==> src/rtl/control_fsm.sv <==
`default_nettype none
// ============================================================================
// Module  : control_fsm
// Brief   : Multi-cycle sequencer for RV64 add/sub/and/or, ld, sd and beq.
//           Drives datapath strobes, paces memory via mem_ready, counts retires.
// Revision: 1.0 - initial release
// ============================================================================
module control_fsm #(
  parameter int CNT_W        = 32,
  parameter int MEM_WAIT_MAX = 15
) (
  input  logic             clk,
  input  logic             rst_n,
  input  logic [6:0]       opcode,
  input  logic [2:0]       funct3,
  input  logic             funct7_5,
  input  logic             zero,
  input  logic             mem_ready,
  output logic             ir_write,
  output logic             pc_write,
  output logic             branch_taken,
  output logic             mem_read,
  output logic             mem_write,
  output logic [3:0]       op,
  output logic             flag,
  output logic             mem_to_reg,
  output logic             trap,
  output logic [1:0]       trap_cause,
  output logic [CNT_W-1:0] instr_count
);

  typedef enum logic [2:0] {
    S_IDLE   = 3'd0,
    S_FETCH  = 3'd1,
    S_DECODE = 3'd2,
    S_EXEC   = 3'd3,
    S_MEM    = 3'd4,
    S_WB     = 3'd5,
    S_TRAP   = 3'd7
  } state_t;

  typedef enum logic [1:0] {
    CLS_R   = 2'd0,
    CLS_LD  = 2'd1,
    CLS_SD  = 2'd2,
    CLS_BEQ = 2'd3
  } cls_t;

  localparam logic [6:0] c_OPC_R   = 7'b0110011;
  localparam logic [6:0] c_OPC_LD  = 7'b0000011;
  localparam logic [6:0] c_OPC_SD  = 7'b0100011;
  localparam logic [6:0] c_OPC_BEQ = 7'b1100011;

  localparam logic [3:0] c_ALU_AND = 4'b0000;
  localparam logic [3:0] c_ALU_OR  = 4'b0001;
  localparam logic [3:0] c_ALU_ADD = 4'b0010;
  localparam logic [3:0] c_ALU_SUB = 4'b0110;

  localparam logic [1:0] c_CAUSE_NONE = 2'b00;
  localparam logic [1:0] c_CAUSE_ILL  = 2'b01;
  localparam logic [1:0] c_CAUSE_TMO  = 2'b10;

  // The counter only has to reach MEM_WAIT_MAX-1 before the timeout fires.
  localparam int                  c_WAIT_W    = (MEM_WAIT_MAX > 1) ? $clog2(MEM_WAIT_MAX) : 1;
  localparam logic [c_WAIT_W-1:0] c_WAIT_LAST = c_WAIT_W'(MEM_WAIT_MAX - 1);

  state_t              r_state;
  state_t              w_state_nxt;
  cls_t                r_cls;
  cls_t                w_cls;
  logic [3:0]          r_alu_op;
  logic [3:0]          w_alu_op;
  logic                w_legal;
  logic [c_WAIT_W-1:0] r_wait_cnt;
  logic                w_wait_clr;
  logic                w_wait_inc;
  logic [1:0]          r_trap_cause;
  logic                w_cause_set;
  logic [1:0]          w_cause_val;
  logic [CNT_W-1:0]    r_instr_count;

  assign trap_cause  = r_trap_cause;
  assign instr_count = r_instr_count;

  // Instruction decode from the live fields; only captured while in DECODE.
  always_comb begin
    w_legal  = 1'b0;
    w_cls    = CLS_R;
    w_alu_op = c_ALU_ADD;
    case (opcode)
      c_OPC_R: begin
        w_cls = CLS_R;
        case ({funct3, funct7_5})
          4'b000_0: begin w_legal = 1'b1; w_alu_op = c_ALU_ADD; end
          4'b000_1: begin w_legal = 1'b1; w_alu_op = c_ALU_SUB; end
          4'b111_0: begin w_legal = 1'b1; w_alu_op = c_ALU_AND; end
          4'b110_0: begin w_legal = 1'b1; w_alu_op = c_ALU_OR;  end
          default:  w_legal = 1'b0;
        endcase
      end
      c_OPC_LD: begin
        w_cls   = CLS_LD;
        w_legal = (funct3 == 3'b011);
      end
      c_OPC_SD: begin
        w_cls   = CLS_SD;
        w_legal = (funct3 == 3'b011);
      end
      c_OPC_BEQ: begin
        w_cls    = CLS_BEQ;
        w_alu_op = c_ALU_SUB;
        w_legal  = (funct3 == 3'b000);
      end
      default: w_legal = 1'b0;
    endcase
  end

  always_ff @(posedge clk or negedge rst_n) begin
    if (!rst_n) begin
      r_state <= S_IDLE;
    end else begin
      r_state <= w_state_nxt;
    end
  end

  always_comb begin
    w_state_nxt  = r_state;
    ir_write     = 1'b0;
    pc_write     = 1'b0;
    branch_taken = 1'b0;
    mem_read     = 1'b0;
    mem_write    = 1'b0;
    op           = c_ALU_AND;
    flag         = 1'b0;
    mem_to_reg   = 1'b0;
    trap         = 1'b0;
    w_wait_clr   = 1'b0;
    w_wait_inc   = 1'b0;
    w_cause_set  = 1'b0;
    w_cause_val  = c_CAUSE_NONE;
    case (r_state)
      S_IDLE: w_state_nxt = S_FETCH;
      S_FETCH: begin
        ir_write    = 1'b1;
        w_state_nxt = S_DECODE;
      end
      S_DECODE: begin
        if (w_legal) begin
          w_state_nxt = S_EXEC;
        end else begin
          w_state_nxt = S_TRAP;
          w_cause_set = 1'b1;
          w_cause_val = c_CAUSE_ILL;
        end
      end
      S_EXEC: begin
        op         = r_alu_op;
        w_wait_clr = 1'b1;
        case (r_cls)
          CLS_R:   w_state_nxt = S_WB;
          CLS_BEQ: begin
            pc_write     = 1'b1;
            branch_taken = zero;
            w_state_nxt  = S_FETCH;
          end
          default: w_state_nxt = S_MEM;
        endcase
      end
      S_MEM: begin
        op        = r_alu_op;
        mem_read  = (r_cls == CLS_LD);
        mem_write = (r_cls == CLS_SD);
        // Completion takes priority over the timeout on the final wait cycle.
        if (mem_ready) begin
          if (r_cls == CLS_SD) begin
            pc_write    = 1'b1;
            w_state_nxt = S_FETCH;
          end else begin
            w_state_nxt = S_WB;
          end
        end else if (r_wait_cnt == c_WAIT_LAST) begin
          w_state_nxt = S_TRAP;
          w_cause_set = 1'b1;
          w_cause_val = c_CAUSE_TMO;
        end else begin
          w_wait_inc = 1'b1;
        end
      end
      S_WB: begin
        op          = r_alu_op;
        flag        = 1'b1;
        pc_write    = 1'b1;
        mem_to_reg  = (r_cls == CLS_LD);
        w_state_nxt = S_FETCH;
      end
      S_TRAP: trap = 1'b1;
      default: w_state_nxt = S_IDLE;
    endcase
  end

  always_ff @(posedge clk or negedge rst_n) begin
    if (!rst_n) begin
      r_cls         <= CLS_R;
      r_alu_op      <= c_ALU_AND;
      r_wait_cnt    <= '0;
      r_trap_cause  <= c_CAUSE_NONE;
      r_instr_count <= '0;
    end else begin
      if (r_state == S_DECODE) begin
        r_cls    <= w_cls;
        r_alu_op <= w_alu_op;
      end
      if (w_wait_clr) begin
        r_wait_cnt <= '0;
      end else if (w_wait_inc) begin
        r_wait_cnt <= r_wait_cnt + c_WAIT_W'(1);
      end
      if (w_cause_set) begin
        r_trap_cause <= w_cause_val;
      end
      if (pc_write) begin
        r_instr_count <= r_instr_count + CNT_W'(1);
      end
    end
  end

endmodule
`default_nettype wire
==> config.mk <==
export PLATFORM = sky130hd
export DESIGN_NAME = control_fsm
export DESIGN_NICKNAME = d
export VERILOG_FILES = /design/src/rtl/control_fsm.sv
export SDC_FILE = /design/constraint.sdc
export NUM_CORES = 1
export LEC_CHECK = 0
export ABC_AREA = 1
export CAP_MARGIN = 20
export CORE_AREA = 2 2 77 79
export DETAILED_ROUTE_END_ITERATION = 8
export DIE_AREA = 0 0 79 81
export GPL_TIMING_DRIVEN = 0
export PLACE_DENSITY_LB_ADDON = 0.05
export SYNTH_ARGS = -nofsm -noshare
export SYNTH_HDL_FRONTEND = slang
export SYNTH_SLANG_ARGS = --single-unit
==> constraint.sdc <==
create_clock -name clk -period 2.4 [get_ports clk]
set_clock_uncertainty 0.15 [all_clocks]
set_input_delay 0.72 -clock clk [delete_from_list [all_inputs] [get_ports clk]]
set_output_delay 0.72 -clock clk [all_outputs]
set_load 0.05 [all_outputs]
# Word level (Yosys, flattened, before mapping)
# Index checks and enable logic that the tools add are counted.
# W data, S select, Z words.
dict set report word_totals {
  regBits 47
  latchBits 0
  ram_bits 0
  mem_bits_ro 0
  in_bits 15
  output_inout_bits 46
  wordCells 76
  memories 0
}
dict set report op_classes {
  add_sub_neg 2
  multipliers 0
  div 0
  n_lt_le_gt_ge 0
  n_eq_ne 19
  n_shift 0
  mux 38
  bitwise 1
  reduce_logical 10
}
# operator count
set op_table {}
lappend op_table {{$add A32 B1 Y32 const B} 1}
lappend op_table {{$mux W1} 20}
lappend op_table {{$pmux W3 S6} 1}
lappend op_table {{$eq A7 B6 Y1 const B} 2}
lappend op_table {{$eq A4 B4 Y1 const B} 3}
lappend op_table {{$mux W3} 4}
lappend op_table {{$mux W4} 3}
lappend op_table {{$pmux W3 S2} 2}
lappend op_table {{$eq A3 B2 Y1 const B} 3}
lappend op_table {{$eq A3 B3 Y1 const B} 3}
lappend op_table {{$pmux W3 S3} 1}
lappend op_table {{$eq A7 B2 Y1 const B} 1}
lappend op_table {{$eq A7 B7 Y1 const B} 1}
lappend op_table {{$logic_not A3 Y1} 2}
lappend op_table {{$pmux W1 S3} 2}
lappend op_table {{$pmux W2 S3} 1}
lappend op_table {{$add A4 B1 Y4 const B} 1}
lappend op_table {{$eq A2 B2 Y1 const B} 2}
lappend op_table {{$eq A4 B1 Y1 const B} 1}
lappend op_table {{$logic_not A4 Y1} 1}
lappend op_table {{$mux W2} 2}
lappend op_table {{$pmux W2 S2} 1}
lappend op_table {{$reduce_or A2 Y1} 2}
lappend op_table {{$reduce_or A4 Y1} 1}
lappend op_table {{9 further kinds} 9}

# Longest topological paths before layout
# Gate-level depths: netlist (run 1).
dict set report logic_depth {
  depth_word 6
  depth_mapped 9
  ltp_nobuf 9
}

# Worst setup path before layout (run 1)
# OpenSTA, ideal clock, no wires.
dict set report synth_path {
  kind {register to output}
  from {register r_cls[1]}
  to {output port mem_to_reg}
  t_arrival_ns 1.686
  required_ns 1.530
  path_slack_ns -0.156
  stages_incl_launch_ff 5
  path_buffers 0
  cell_sequence {dfrtp_1 -> inv_1 -> ha_1 -> inv_1 -> nor3_1}
}
dict set report synth_between {
  elab_chain_cells 2
}
# item line
set synth_rtl {}
lappend synth_rtl {{from (decl)} 69} ;# cls_t r_cls;
lappend synth_rtl {{from (signal assigned)} 210} ;# r_cls <= w_cls;
lappend synth_rtl {{$eq A2 B1 Y1} 193} ;# mem_to_reg = (r_cls == CLS_LD);
lappend synth_rtl {{$mux W1} 141} ;# case (r_state)
lappend synth_rtl {{to (decl)} 26} ;# output logic mem_to_reg,
# No other way between the ends.

# Worst setup path in the final report (run 1)
dict set report layout_path {
  from {input port zero}
  to {output port branch_taken}
}
dict set report layout_between {
  elab_chain_cells 2
}
# item line
set layout_rtl {}
lappend layout_rtl {{from (decl)} 17} ;# input logic zero,
lappend layout_rtl {{$mux W1} 159} ;# case (r_cls)
lappend layout_rtl {{$mux W1} 141}
lappend layout_rtl {{to (decl)} 21} ;# output logic branch_taken,
# No other way between the ends.

==> results.json, run 1 <==
{
  "postSynthCellCount": 376,
  "yosysMostFrequentCell": "nand2_1",
  "ys_top_cells_by_count": "nand2_1, nor2_1, inv_1",
  "io_pins": 61,
  "clk_pin_slew_ns": 0.08,
  "netlist.area_leader.share_pct": 42.07,
  "overflow": 0,
  "initial_utilization_pct": 48.21,
  "cts_tree": "yes",
  "finalCriticalPeriod_ns": 2.395,
  "rr_endpoint": "instr_count[22]",
  "die_y_um": 81,
  "outcome": "finished, final reports clean",
  "die_w_um": 79,
  "cp_slowest_cell": "clkdlybuf4s50_1",
  "slew_headroom_pct": 64.32,
  "internal-power_mw": 1.026,
  "netlist_area_um2": 2736,
  "ff2ff_path_depth": 8,
  "hpwlAfterDp_um": 4716,
  "maxCapViolCount": 0,
  "synth_seq_cells": 46,
  "place_area_um2": 3441,
  "drive_gt1_share_pct": 11.43,
  "cts_hold_buf": 0,
  "track_usage_pct": 21.64,
  "endpoint_kind": "output port",
  "min_period_over_period_pct": 99.81,
  "synth-edff-count": 0,
  "peakVddDrop_mv": 0.1792,
  "yosysUniqueCellTypes": 31,
  "yosysTopAreaCell": "dfrtp_1",
  "p_switching_mw": 0.2887,
  "grt_max_degree": 31,
  "core_um2": 5675,
  "antenna_found_initial": 0,
  "max_stage_delay_ns": 0.45,
  "power_leakage_nw": 1.810,
  "start_kind": "primary input",
  "startpoint": "zero",
  "grt_pass1_wl_um": 10760,
  "cts_inserted_buffers": 5,
  "clockBufferDepth": 2,
  "gp_congestion": 0.9047,
  "clock_latency_ns": 0.30,
  "clkSinkCount": 46,
  "power_frac_seq_pct": 59.0,
  "dr_total_vias": 2588,
  "io_buffers": 59,
  "p_clk_share_pct": 36.2,
  "comb_power_share_pct": 4.8,
  "root_buffer": "clkbuf_8",
  "total_power_mw": 1.315,
  "worst_pin_slew_ns": 0.5343,
  "cp_max_fo": 1,
  "path_class": "in -> out",
  "yosysSeqAreaShare_pct": 42.07,
  "dr.first_iter.drc_count": 184,
  "fmax_ghz": 0.4175,
  "dieArea_um2": 6399,
  "ys_warn_count": 0,
  "antenna_left": 0,
  "r2r_setup_slack_ns": 0.46,
  "worstPathArrival_ns": 1.53,
  "required_ns": 1.53,
  "fin_area_um2": 3565,
  "finalNetCount": 468,
  "synth.net_count": 397,
  "swShare_pct": 21.96,
  "hp-class": "in -> async",
  "hold_viol_final": 0,
  "setup_viol": 0,
  "first_pass_iters": 4,
  "fp-row-count": 28,
  "async_flop_share_pct": 100.0,
  "wl_um": 6292,
  "area_growth_syn_to_layout_pct": 30.27,
  "syn_avg_cell_area_um2": 7.278,
  "nFillCells": 535,
  "p_per_area_nw_per_um2": 368.8,
  "htreeDepth": 2,
  "n_antenna_cell": 0,
  "grt_pass1_vias": 2418,
  "yosys_most_used_dff": "dfrtp_1",
  "drv_slew": 0,
  "wire_per_inst_um": 12.08,
  "cp_cell_sequence": "clkdlybuf4s50_1 > nand2_1 > nor2_1 > buf_6",
  "ys_top_cells_by_area": "dfrtp_1, nand2_1, nor2_1, inv_1, nand3_1",
  "r2r-start": "instr_count[0]",
  "via_per_inst": 4.967,
  "rsz0062_at_grt": "true",
  "drc": 0
}
-- routing by layer --
metal	wire length, um	share of wire (%)	GRT usage (%)
met4	122	1.9	11.21
met2	3029	48	35.85
met3	346	5.5	4.889
met5	0	0	0
met1	2794	44	26.55
-- layout make-up --
type,instances,area [um^2],share of cell area (%)
flip-flops and latches,46,1152,32.33
well taps,75,93.84,2.633
multi-input cells,273,1383,38.79
plain buffers,4,33.78,0.9477
clock buffers,6,82.58,2.317
inverters,52,195.2,5.476
repair buffers,65,624.3,17.51
-- how the worst max path moves through the flow --
stage	cells after the start	slack (ns)	to
finish	4	0.005	branch_taken
global route	4	-0.05	branch_taken
CTS	6	-0.03	branch_taken
detailed placement	6	-1.08	pc_write
global placement	6	-1.06	pc_write
floorplan	5	0.07	branch_taken
-- sequential cells by signal (all words and copies together), names as in the netlist --
register,flops
r_wait_cnt,4
instr_count,32
r_alu_op,3
trap_cause,2
r_state,3
r_cls,2
-- power by group through the flow --
| stage | Combinational, mW | Sequential (mW) | Clock (mW) |
|---|---|---|---|
| floorplan | 0.0138 | 0.795 | 0 |
| global placement | 0.0613 | 0.791 | 0 |
| detailed placement | 0.0653 | 0.791 | 0 |
| CTS | 0.0649 | 0.776 | 0.486 |
| global route | 0.0723 | 0.776 | 0.525 |
| finish | 0.0637 | 0.776 | 0.475 |
-- layout by cell type, fill, tap and decap left out, types with 2 or more instances in the layout --
cell,n
nor3_2,2
buf_6,5
o21bai_1,2
o21ai_0,5
buf_4,9
nand2_1,106
nor2_2,4
nand3b_1,3
inv_2,6
a21oi_1,5
dlymetal6s2s_1,9
nand2_2,2
xor2_1,6
inv_1,46
nor2_4,2
nor3_1,5
clkdlybuf4s50_1,14
buf_2,5
ha_1,5
nor2_1,54
dlygate4sd2_1,24
dfrtp_1,45
xnor2_1,12
nand4_1,16
nand3_1,31
clkbuf_8,6
-- cell families after synthesis --
kind of cell / Yosys count / share of synthesized area (%)
simple gates: 230 / 36.76
buf+inv: 57 / 8.642
flops: 46 / 42.07
compound gates: 18 / 3.887
xor+xnor: 18 / 5.761
fa+ha+maj: 6 / 2.743
other cells: 1 / 0.1370
-- per-stage QoR --
step	TNS [ns]	hold WS [ns]	utilization [%]	setup WS, ns	std cells
global route	-0.1059	0.2031	62.81	-0.05384	521
floorplan	0	0.2744	-	0.06806	376
CTS	-0.04471	0.1905	61.71	-0.02571	519
finish	0	0.1817	62.81	0.004512	521
detailed placement	-2.954	0.3170	60.63	-1.082	511
global placement	-40.78	0.3129	60.36	-1.063	510
-- critical path, delay by kind of cell --
| kind | cells | cell delay [ns] |
|---|---|---|
| and+or+nand+nor | 2 | 0.18 |
| buffers and inverters | 2 | 0.62 |
-- timing repair --
item	in CTS	in global routing
setup buffers	2	3
pin swaps	1	3
gates cloned	0	0
gates resized for setup	83	29
endpoints found under the setup margin	34	19
(Power assumes the default switching activity.)
==> run 2, diff against run 1 <==
--- a/config.mk
+++ b/config.mk
@@ -7,9 +7,9 @@
 export LEC_CHECK = 0
 export ABC_AREA = 1
 export CAP_MARGIN = 20
-export CORE_AREA = 2 2 77 79
+export CORE_AREA = 2 2 86 88
 export DETAILED_ROUTE_END_ITERATION = 8
-export DIE_AREA = 0 0 79 81
+export DIE_AREA = 0 0 88 90
 export GPL_TIMING_DRIVEN = 0
 export PLACE_DENSITY_LB_ADDON = 0.05
 export SYNTH_ARGS = -nofsm -noshare
==> run 2 against run 1 <==
Net effect:
- highest routed layer unchanged
- critical path type unchanged
- register-to-register slack improved by 0.02 ns
- worst hold slack got worse by 0.017 ns
- total power increased by 5.5%
- critical path depth unchanged
==> results.json, run 2 (synthesis results as in run 1) <==
{
  "outcome": "finished, final reports clean",
  "finalNetCount": 467,
  "final_common_cell": "nand2_1",
  "start_kind": "primary input",
  "cp_cell_sequence": "clkdlybuf4s50_1 > nand2_1 > nor2_2 > buf_6",
  "slew_headroom_pct": 64.82,
  "antenna_left": 0,
  "maxCapViolCount": 0,
  "p_switching_mw": 0.2931,
  "clock_latency_ns": 0.29,
  "swShare_pct": 21.12,
  "clkSinkCount": 46,
  "grt_pass1_vias": 2403,
  "fp-row-count": 31,
  "power_frac_seq_pct": 55.9,
  "fmax_ghz": 0.4251,
  "dr_total_vias": 2587,
  "layout_common_cells": "nand2_1, nor2_1, inv_1",
  "nFillCells": 729,
  "cp_slowest_cell": "clkdlybuf4s50_1",
  "total_power_mw": 1.388,
  "clk_pin_slew_ns": 0.09,
  "finalCriticalPeriod_ns": 2.352,
  "hpwlAfterDp_um": 4991,
  "wl_um": 6555,
  "htreeDepth": 2,
  "area_growth_syn_to_layout_pct": 31.18,
  "rsz0062_at_grt": "true",
  "path_class": "in -> out",
  "io_pins": 61,
  "peakVddDrop_mv": 0.2454,
  "grt_max_degree": 33,
  "gp_congestion": 0.8727,
  "dr.first_iter.drc_count": 118,
  "grt_pass1_wl_um": 11130,
  "cts_inserted_buffers": 5,
  "p_clk_share_pct": 39.5,
  "crit_family": "buffers and inverters",
  "utilization_pct": 51.13,
  "cts_hold_buf": 0,
  "first_pass_iters": 5,
  "drc": 0,
  "dieArea_um2": 7920,
  "overflow": 0,
  "comb_power_share_pct": 4.6,
  "drv_slew": 0,
  "place_inst": 535,
  "n_antenna_cell": 0,
  "io_buffers": 59,
  "die_w_um": 88,
  "hp-class": "in -> async",
  "worstPathArrival_ns": 1.48,
  "p_per_area_nw_per_um2": 386.6,
  "core_um2": 7020,
  "endpoint_kind": "output port",
  "setup_viol": 0,
  "clockBufferDepth": 2,
  "track_usage_pct": 17.49,
  "largest_reg_flops": 32,
  "die_y_um": 90,
  "drive_gt1_share_pct": 11.41,
  "initial_utilization_pct": 38.98,
  "register_area_um2": 1152,
  "via_per_inst": 4.738,
  "root_buffer": "clkbuf_8",
  "power_leakage_nw": 1.760,
  "internal-power_mw": 1.095,
  "cp_max_fo": 1,
  "max_stage_delay_ns": 0.45,
  "min_period_over_period_pct": 98.00,
  "multi_input_area_um2": 1380,
  "stdcell_count": 546,
  "hold_viol_final": 0,
  "cts_tree": "yes",
  "required_ns": 1.53,
  "worst_pin_slew_ns": 0.5269,
  "wire_per_inst_um": 12.01,
  "path_buf_inv": 2,
  "antenna_found_initial": 0
}
==> run 2: changes by cell type in the layout (fill, tap and decap cells not counted), sizes merged <==
| cell | previous run | this run |
|---|---|---|
| buf | 21 | 18 |
| clkbuf | 6 | 9 |
| clkdlybuf4s15 | 1 | 2 |
| dlygate4sd2 | 24 | 29 |
| dlymetal6s2s | 9 | 4 |
==> run 2: path summary, 6_finish.rpt <==
kind | slack [ns] | end | from | cells after the start
setup / recovery | 0.05 | branch_taken | zero | 4
hold / removal | 0.16 | instr_count[9] | rst_n | 1
setup reg to reg | 0.48 | instr_count[22] | instr_count[0] | 8
hold reg to reg | 0.35 | trap_cause[1] | trap_cause[1] | 2
max in group asynchronous | 1.43 | r_state[2] | rst_n | 2
min in group clk | 0.35 | trap_cause[1] | trap_cause[1] | 2
==> run 2: layer usage <==
layer | up-vias | part of all wire [%] | GRT usage [%]
li1 | 1326 | - | -
met1 | 1180 | 46 | 23.84
met2 | 76 | 48 | 28.79
met3 | 5 | 5.0 | 2.571
met4 | 0 | 0.87 | 4.615
met5 | - | 0 | 0
==> run 2: final cells by class <==
cell class                      instances  area share (%)
Buffer                                  4          0.9411
Clock buffer                            8           3.067
Inverter                               52           5.437
Multi-Input combinational cell        273           38.45
Sequential cell                        46           32.10
Tap cell                               99           3.451
Timing Repair Buffer                   64           16.56
==> run 2: worst register-to-register path, stage by stage (launching register included) <==
cell and delay, ns:
dfrtp_1 0.42, ha_1 0.21, inv_1 0.06, nor2_1 0.26, nand3_2 0.18, nor2_2 0.21
nand2_1 0.12, o21bai_1 0.15, nand2_1 0.06
==> run 2: what timing repair did <==
item                       CTS  global route
setup endpoints to repair   39            13
setup buffers                2             2
pin swaps                    1             2
hold endpoints to repair     0             0
resized for setup           88            19
gates cloned                 0             0
==> run 2: power groups by stage <==
stage	sequential, mW	combinational (mW)	clock (mW)
after floorplan	0.795	0.0138	0
after global placement	0.791	0.0621	0
after detailed placement	0.791	0.0655	0
after CTS	0.776	0.0651	0.570
after global routing	0.776	0.0718	0.594
final	0.776	0.0633	0.549
==> run 2: stage by stage <==
stage	setup WS, ns	hold slack, ns	cell area (um^2)	TNS (ns)
5_1_grt	-0.03400	0.1938	3590	-0.04537
6_report	0.04788	0.1642	3590	0
3_3_place_gp	-1.076	0.3149	3456	-45.09
4_1_cts	-0.03060	0.1742	3558	-0.03060
3_5_place_dp	-1.071	0.3205	3471	-2.916
2_1_floorplan	0.06806	0.2744	2741	0
